## src/rtl/alu_issue_ctrl_if.sv

```systemverilog
`default_nettype none
// ============================================================================
// Module   : alu_issue_ctrl_if
// Purpose  : Instruction handshake, register-file, ALU and write-back bundle.
// Revision : 1.0
// ============================================================================
interface alu_issue_ctrl_if;
  logic        instr_valid_i;
  logic        instr_ready_o;
  logic [31:0] instr_i;
  logic [4:0]  rs_addr_o;
  logic [4:0]  rt_addr_o;
  logic [31:0] rs_data_i;
  logic [31:0] rt_data_i;
  logic [31:0] alu_src1_o;
  logic [31:0] alu_src2_o;
  logic [3:0]  alu_ctrl_o;
  logic [31:0] alu_result_i;
  logic        alu_zero_i;
  logic        wb_en_o;
  logic [4:0]  wb_addr_o;
  logic [31:0] wb_data_o;
  logic        branch_taken_o;
  logic        illegal_o;
  logic        busy_o;

  modport slave (
    input  instr_valid_i, instr_i, rs_data_i, rt_data_i, alu_result_i, alu_zero_i,
    output instr_ready_o, rs_addr_o, rt_addr_o, alu_src1_o, alu_src2_o, alu_ctrl_o,
           wb_en_o, wb_addr_o, wb_data_o, branch_taken_o, illegal_o, busy_o
  );

  modport master (
    output instr_valid_i, instr_i, rs_data_i, rt_data_i, alu_result_i, alu_zero_i,
    input  instr_ready_o, rs_addr_o, rt_addr_o, alu_src1_o, alu_src2_o, alu_ctrl_o,
           wb_en_o, wb_addr_o, wb_data_o, branch_taken_o, illegal_o, busy_o
  );
endinterface
`default_nettype wire

```

## src/rtl/alu_issue_ctrl.sv

```systemverilog
`default_nettype none
// ============================================================================
// Module   : alu_issue_ctrl
// Purpose  : Four-state MIPS ALU issue controller (IDLE/DECODE/EXEC/WB).
// Revision : 1.0
// ============================================================================
module alu_issue_ctrl (
  input  logic               clk_i,
  input  logic               rst_i,
  alu_issue_ctrl_if.slave    bus
);

  localparam logic [1:0] S_IDLE   = 2'd0;
  localparam logic [1:0] S_DECODE = 2'd1;
  localparam logic [1:0] S_EXEC   = 2'd2;
  localparam logic [1:0] S_WB     = 2'd3;

  localparam logic [5:0] OP_RTYPE = 6'h00;
  localparam logic [5:0] OP_BEQ   = 6'h04;
  localparam logic [5:0] OP_BNE   = 6'h05;
  localparam logic [5:0] OP_ADDI  = 6'h08;
  localparam logic [5:0] OP_SLTI  = 6'h0A;
  localparam logic [5:0] OP_LUI   = 6'h0F;

  logic [1:0]  state_q, state_d;
  logic [31:0] instr_q;
  logic [3:0]  ctrl_q;
  logic [31:0] src1_q, src2_q;
  logic [4:0]  dest_q;
  logic        wr_q, beq_q, bne_q, ill_q;
  logic [31:0] result_q;
  logic        zero_q;

  logic        accept;
  logic [3:0]  dec_ctrl;
  logic [31:0] dec_src1, dec_src2;
  logic [4:0]  dec_dest;
  logic        dec_wr, dec_beq, dec_bne, dec_ill;
  logic [31:0] imm_sext, imm_zext;

  logic        instr_ready, busy, wb_en, br_taken, illegal;

  assign accept   = (state_q == S_IDLE) && bus.instr_valid_i;
  assign imm_sext = {{16{instr_q[15]}}, instr_q[15:0]};
  assign imm_zext = {16'h0000, instr_q[15:0]};

  // FSM: state register
  always_ff @(posedge clk_i or negedge rst_i) begin
    if (!rst_i) begin
      state_q <= S_IDLE;
    end else begin
      state_q <= state_d;
    end
  end

  // FSM: next-state logic
  always_comb begin
    state_d = state_q;
    case (state_q)
      S_IDLE:   if (accept) state_d = S_DECODE;
      S_DECODE: state_d = S_EXEC;
      S_EXEC:   state_d = S_WB;
      S_WB:     state_d = S_IDLE;
      default:  state_d = S_IDLE;
    endcase
  end

  // FSM: outputs, all derived from registered state so reset clears them at once
  always_comb begin
    instr_ready = (state_q == S_IDLE);
    busy        = (state_q != S_IDLE);
    wb_en       = 1'b0;
    br_taken    = 1'b0;
    illegal     = 1'b0;
    if (state_q == S_WB) begin
      wb_en    = wr_q;
      br_taken = (beq_q && zero_q) || (bne_q && !zero_q);
      illegal  = ill_q;
    end
  end

  always_comb begin
    dec_ctrl = 4'b0000;
    dec_src1 = bus.rs_data_i;
    dec_src2 = bus.rt_data_i;
    dec_dest = instr_q[15:11];
    dec_wr   = 1'b0;
    dec_beq  = 1'b0;
    dec_bne  = 1'b0;
    dec_ill  = 1'b0;
    case (instr_q[31:26])
      OP_RTYPE: begin
        dec_wr = 1'b1;
        case (instr_q[5:0])
          6'h20: dec_ctrl = 4'b0000;
          6'h22: dec_ctrl = 4'b0001;
          6'h24: dec_ctrl = 4'b0010;
          6'h25: dec_ctrl = 4'b0011;
          6'h2A: dec_ctrl = 4'b0100;
          6'h06: dec_ctrl = 4'b0101;
          6'h02: begin
            dec_ctrl = 4'b1000;
            dec_src1 = {27'd0, instr_q[10:6]};
          end
          default: begin
            dec_wr  = 1'b0;
            dec_ill = 1'b1;
          end
        endcase
      end
      OP_ADDI: begin
        dec_ctrl = 4'b0000;
        dec_src2 = imm_sext;
        dec_dest = instr_q[20:16];
        dec_wr   = 1'b1;
      end
      OP_SLTI: begin
        dec_ctrl = 4'b0100;
        dec_src2 = imm_sext;
        dec_dest = instr_q[20:16];
        dec_wr   = 1'b1;
      end
      OP_LUI: begin
        dec_ctrl = 4'b0110;
        dec_src2 = imm_zext;
        dec_dest = instr_q[20:16];
        dec_wr   = 1'b1;
      end
      OP_BEQ: begin
        dec_ctrl = 4'b0001;
        dec_beq  = 1'b1;
      end
      OP_BNE: begin
        dec_ctrl = 4'b0001;
        dec_bne  = 1'b1;
      end
      default: dec_ill = 1'b1;
    endcase
  end

  // Datapath registers; operand/control registers only move at the end of
  // DECODE so the ALU inputs stay steady through EXEC and afterwards.
  always_ff @(posedge clk_i or negedge rst_i) begin
    if (!rst_i) begin
      instr_q  <= 32'd0;
      ctrl_q   <= 4'b0000;
      src1_q   <= 32'd0;
      src2_q   <= 32'd0;
      dest_q   <= 5'd0;
      wr_q     <= 1'b0;
      beq_q    <= 1'b0;
      bne_q    <= 1'b0;
      ill_q    <= 1'b0;
      result_q <= 32'd0;
      zero_q   <= 1'b0;
    end else begin
      if (accept) begin
        instr_q <= bus.instr_i;
      end
      if (state_q == S_DECODE) begin
        ctrl_q <= dec_ctrl;
        src1_q <= dec_src1;
        src2_q <= dec_src2;
        dest_q <= dec_dest;
        wr_q   <= dec_wr && (dec_dest != 5'd0);
        beq_q  <= dec_beq;
        bne_q  <= dec_bne;
        ill_q  <= dec_ill;
      end
      if (state_q == S_EXEC) begin
        result_q <= bus.alu_result_i;
        zero_q   <= bus.alu_zero_i;
      end
    end
  end

  assign bus.instr_ready_o  = instr_ready;
  assign bus.busy_o         = busy;
  assign bus.wb_en_o        = wb_en;
  assign bus.branch_taken_o = br_taken;
  assign bus.illegal_o      = illegal;
  assign bus.rs_addr_o      = instr_q[25:21];
  assign bus.rt_addr_o      = instr_q[20:16];
  assign bus.alu_ctrl_o     = ctrl_q;
  assign bus.alu_src1_o     = src1_q;
  assign bus.alu_src2_o     = src2_q;
  assign bus.wb_addr_o      = dest_q;
  assign bus.wb_data_o      = result_q;

endmodule
`default_nettype wire
```

## src/flat_wrapper.sv

```systemverilog
// flat-port wrapper written by rule: the top's interface ports become plain ports
module alu_issue_ctrl_flat 
  (clk_i, rst_i, bus_instr_valid_i, bus_instr_i, bus_rs_data_i, bus_rt_data_i, bus_alu_result_i, bus_alu_zero_i, bus_instr_ready_o, bus_rs_addr_o, bus_rt_addr_o, bus_alu_src1_o, bus_alu_src2_o, bus_alu_ctrl_o, bus_wb_en_o, bus_wb_addr_o, bus_wb_data_o, bus_branch_taken_o, bus_illegal_o, bus_busy_o);
  alu_issue_ctrl_if bus_i ();
  input  logic clk_i;
  input  logic rst_i;
  input wire logic [$bits(bus_i.instr_valid_i)-1:0] bus_instr_valid_i;
  input wire logic [$bits(bus_i.instr_i)-1:0] bus_instr_i;
  input wire logic [$bits(bus_i.rs_data_i)-1:0] bus_rs_data_i;
  input wire logic [$bits(bus_i.rt_data_i)-1:0] bus_rt_data_i;
  input wire logic [$bits(bus_i.alu_result_i)-1:0] bus_alu_result_i;
  input wire logic [$bits(bus_i.alu_zero_i)-1:0] bus_alu_zero_i;
  output wire logic [$bits(bus_i.instr_ready_o)-1:0] bus_instr_ready_o;
  output wire logic [$bits(bus_i.rs_addr_o)-1:0] bus_rs_addr_o;
  output wire logic [$bits(bus_i.rt_addr_o)-1:0] bus_rt_addr_o;
  output wire logic [$bits(bus_i.alu_src1_o)-1:0] bus_alu_src1_o;
  output wire logic [$bits(bus_i.alu_src2_o)-1:0] bus_alu_src2_o;
  output wire logic [$bits(bus_i.alu_ctrl_o)-1:0] bus_alu_ctrl_o;
  output wire logic [$bits(bus_i.wb_en_o)-1:0] bus_wb_en_o;
  output wire logic [$bits(bus_i.wb_addr_o)-1:0] bus_wb_addr_o;
  output wire logic [$bits(bus_i.wb_data_o)-1:0] bus_wb_data_o;
  output wire logic [$bits(bus_i.branch_taken_o)-1:0] bus_branch_taken_o;
  output wire logic [$bits(bus_i.illegal_o)-1:0] bus_illegal_o;
  output wire logic [$bits(bus_i.busy_o)-1:0] bus_busy_o;
  assign bus_i.instr_valid_i = bus_instr_valid_i;
  assign bus_i.instr_i = bus_instr_i;
  assign bus_i.rs_data_i = bus_rs_data_i;
  assign bus_i.rt_data_i = bus_rt_data_i;
  assign bus_i.alu_result_i = bus_alu_result_i;
  assign bus_i.alu_zero_i = bus_alu_zero_i;
  assign bus_instr_ready_o = bus_i.instr_ready_o;
  assign bus_rs_addr_o = bus_i.rs_addr_o;
  assign bus_rt_addr_o = bus_i.rt_addr_o;
  assign bus_alu_src1_o = bus_i.alu_src1_o;
  assign bus_alu_src2_o = bus_i.alu_src2_o;
  assign bus_alu_ctrl_o = bus_i.alu_ctrl_o;
  assign bus_wb_en_o = bus_i.wb_en_o;
  assign bus_wb_addr_o = bus_i.wb_addr_o;
  assign bus_wb_data_o = bus_i.wb_data_o;
  assign bus_branch_taken_o = bus_i.branch_taken_o;
  assign bus_illegal_o = bus_i.illegal_o;
  assign bus_busy_o = bus_i.busy_o;
  alu_issue_ctrl u_core (.clk_i(clk_i), .rst_i(rst_i), .bus(bus_i));
endmodule
```

## config.mk

```make
export PLATFORM = sky130hd
export DESIGN_NAME = alu_issue_ctrl_flat
export DESIGN_NICKNAME = d
export VERILOG_FILES = /design/src/rtl/alu_issue_ctrl_if.sv /design/src/rtl/alu_issue_ctrl.sv /design/src/flat_wrapper.sv
export SDC_FILE = /design/constraint.sdc
export NUM_CORES = 1
export LEC_CHECK = 0
export CAP_MARGIN = 20
export CORE_MARGIN = 3
export CORE_UTILIZATION = 35
export DETAILED_ROUTE_END_ITERATION = 12
export DONT_BUFFER_PORTS = 1
export PLACE_DENSITY_LB_ADDON = 0.3
export RECOVER_POWER = 25
export SLEW_MARGIN = 20
export SYNTH_ARGS = -nofsm -noshare
export SYNTH_HDL_FRONTEND = slang
export SYNTH_SLANG_ARGS = --single-unit
```

## constraint.sdc

```tcl
create_clock -name clk_i -period 2.1 [get_ports clk_i]
set_clock_uncertainty 0.2 [all_clocks]
set_input_delay 0.21 -clock clk_i [delete_from_list [all_inputs] [get_ports clk_i]]
set_output_delay 0.21 -clock clk_i [all_outputs]
set_load 0.1 [all_outputs]
```

==> flow_metrics.py <==
metrics = {
    "logic_synthesis": {
        "ys_top_cells_by_count": "dfrtp_1 (144), nand2_1 (79), mux2_2 (65)",
        "netlist_instances": 530,
        "ys_types": 42,
        "synth_top_family_by_area": "multiplexers",
        "yosysWarnings": 0,
        "synth_area_leaders": "dfrtp_1 (59%), mux2_2 (12%), nand2_1 (4.9%)",
        "syn_nets": 666,
        "synth-edff-count": 0,
        "synth.avg_cell_area_um2": 11.5,
        "synth_mux_area_share_pct": 13.2,
        "synth.largest_area_cell": "dfrtp_1",
        "syn_area_um2": 6070,
        "synth_compound_area_share_pct": 9.95,
        "yosys.area_share.xor_xnor_pct": 0.289,
        "synthArstFlopShare_pct": 100,
        "yosysMostFrequentCell": "dfrtp_1",
        "yosys.area_share.simple_pct": 12.1,
        "synth.ff_latch_count": 144,
        "seq_area_frac_synth_pct": 59.4,
        "synth_fa_ha_area_share_pct": 0.824,
        "synthFlopType": "dfrtp_1",
        "synth.top_cell.area_share_pct": 59.4,
    },
    "cells_and_area": {
        "stdcell_area_um2": 9080,
        "antennaDiodeCount": 0,
        "layout.nets": 901,
        "syn_to_final_growth_pct": 49.6,
        "nFillCells": 1395,
        "drive_gt1_share_pct": 30.7,
    },
    "timing": {
        "period_minus_slack_ns": 1.99,
        "layout_setup_ws_ns": 0.110,
        "slew_violations": 0,
        "fin_setup_tns_ns": 0,
        "relSlewSlack_pct": 73.7,
        "setup_violations": 0,
        "finalHoldViolCount": 144,
        "worst_slew_pin_slew_ns": 0.390,
        "fmax_mhz": 503,
        "fin_hold_ws_ns": -0.707,
        "fin_crit_sh_pct": 94.7,
        "rsz0062_at_grt": "false",
    },
    "routing": {
        "drc": 0,
        "post_drt_wl_per_cell_um": 17.5,
        "vias_per_cell": 4.93,
        "antenna_left": 0,
        "drtIter0Drc": 236,
        "drt-total-wl_mm": 17.4,
        "dr.pass1.iters": 5,
        "vias": 4911,
    },
    "floorplan": {
        "coreArea_um2": 16800,
        "initial_core_util_pct": 36.2,
        "die_w_um": 138,
        "io_pins": 252,
        "fp-row-count": 47,
        "die_area_um2": 19000,
        "dieHeight_um": 138,
    },
    "worst_setup_path": {
        "path_class": "reg -> out",
        "slowest_stage": "dfrtp_2",
        "crit_path_start_kind": "register",
        "r2r_slack_ns": 0.15,
        "crit_required_ns": 1.69,
        "cpPeakStageDelay_ns": 0.44,
        "cp_common_cell": "inv_1",
        "worstPathCellList": "inv_1, ha_4, buf_12, inv_1, buf_6",
        "crit_fanout": 4,
        "worst-endpoint-arrival_ns": 1.58,
        "endpoint_kind": "primary output",
    },
    "cts": {
        "cts_tree": "yes",
        "cts_num_sinks": 144,
        "clkSlewWorstSetupHoldPaths_ns": 0.06,
        "htreeDepth": 4,
        "cts_buffer_depth": 2,
        "cts-hold-fix-buffers": 130,
        "cts_inserted_buffers": 17,
        "cts_root_buf": "clkbuf_16",
        "clk_latency_ns": 0.41,
    },
    "placed_design": {
        "place_ws_ns": 0.166,
        "port_buffers": 0,
        "placedInstanceArea_um2": 7210,
        "dp_hpwl_mm": 11.1,
        "gp_congestion": 0.751,
    },
    "flow_run": {
        "drv_cap": 0,
    },
    "grt": {
        "grt_antenna_before_repair": 0,
        "grt_pass1_vias": 5039,
        "grt_pass1_wl_mm": 26.2,
        "grt_max_degree": 145,
        "gr-total-overflow": 0,
        "grt_use_total_pct": 17.9,
    },
    "run_status": {
        "violations": "negative hold slack",
        "status": "finished with violations",
    },
    "worst_hold_path": {
        "hold_class": "in -> async",
    },
}
## final timing paths
path	endpoint	depth (start not counted)	from
setup / recovery	bus_busy_o	5	u_core.state_q[0]$_DFFE_PN0P_
hold / removal	u_core.bus.alu_src1_o[24]$_DFFE_PN0N_	0	rst_i
setup reg to reg	u_core.bus.alu_src1_o[23]$_DFFE_PN0N_	5	u_core.instr_q[27]$_DFFE_PN0P_
hold reg to reg	u_core.bus.alu_src1_o[28]$_DFFE_PN0N_	1	u_core.bus.alu_src1_o[28]$_DFFE_PN0N_
max in group asynchronous	u_core.state_q[0]$_DFFE_PN0P_	0	rst_i
min in group clk_i	u_core.instr_q[7]$_DFFE_PN0P_	3	bus_instr_valid_i
## registers in the layout (all words and copies together) (netlist names)
register               count
u_core.ill_q               1
u_core.bus.alu_ctrl_o      4
u_core.wr_q                1
u_core.bus.wb_addr_o       5
u_core.zero_q              1
u_core.bus.alu_src1_o     32
u_core.instr_q            32
u_core.bne_q               1
u_core.beq_q               1
u_core.state_q             2
u_core.bus.wb_data_o      32
u_core.bus.alu_src2_o     32
## cell usage in the layout, fill, tap and decap left out, types with 3 or more instances in the layout
cell           netlist  routed
nor3_1               3       3
o21ai_0              5       4
clkinvlp_4           0       4
nor2_1              64      64
nand4_1              3       3
inv_1                5       4
nand2_1             79      79
mux2i_1              7       7
clkinv_2             0       4
clkbuf_16            0      17
buf_4               10     124
dfrtp_1            144     143
clkbuf_8             0       3
and2_1               3       3
buf_12               0       7
mux2_2              65      65
a31oi_1             23      23
a21oi_1             23      23
dlygate4sd3_1        0     130
o2bb2ai_1           28      28
## final cells by class
cell class	instances	area, um2	area share, %
repair buffers	262	2380	26.2
well taps	220	275	3.03
flip-flops and latches	144	3600	39.7
clock inverters	10	88.8	0.978
multi-input cells	334	2240	24.7
clock buffers	20	467	5.14
inverters	6	22.5	0.248
## critical path, delay by kind of cell, from the launching register on
| family | cells | cell delay (ns) |
|---|---|---|
| buf+inv | 4 | 0.55 |
| flops | 1 | 0.44 |
| fa+ha+maj | 1 | 0.16 |
## stage by stage
| step | instances | utilization (%) |
|---|---|---|
| 5_1_grt | 996 | 54.2 |
| 3_3_place_gp | 836 | 43.0 |
| 2_1_floorplan | 530 | - |
| 4_1_cts | 996 | 54.1 |
| 6_report | 996 | 54.2 |
| 3_5_place_dp | 836 | 43.0 |
## per-layer routing
metal,routed length [um],up-vias,track usage [%]
li1,-,2287,-
met2,8950,206,31.7
met3,1460,12,5.19
met4,140,0,4.77
met5,0,-,0
met1,6890,2406,21.2
## cells by family (layout without fill, tap and decap cells)
group                      Yosys count  count (layout)
DFF                                144             144
AOI/OAI and AO/OA                   88              88
muxes                               72              72
and+or+nand+nor                    168             168
adders and majority gates            4               4
xor gates and xnor gates             2               2
buffers and inverters               52             298
## what timing repair did
action,CTS,global route
resized for setup,2,4
setup buffers,0,0
hold endpoints to repair,275,144
setup endpoints to repair,1,1
Power is left out: the tool's default activity adds up to more than one toggle a clock period on the data nets, which glitch-free logic cannot reach.
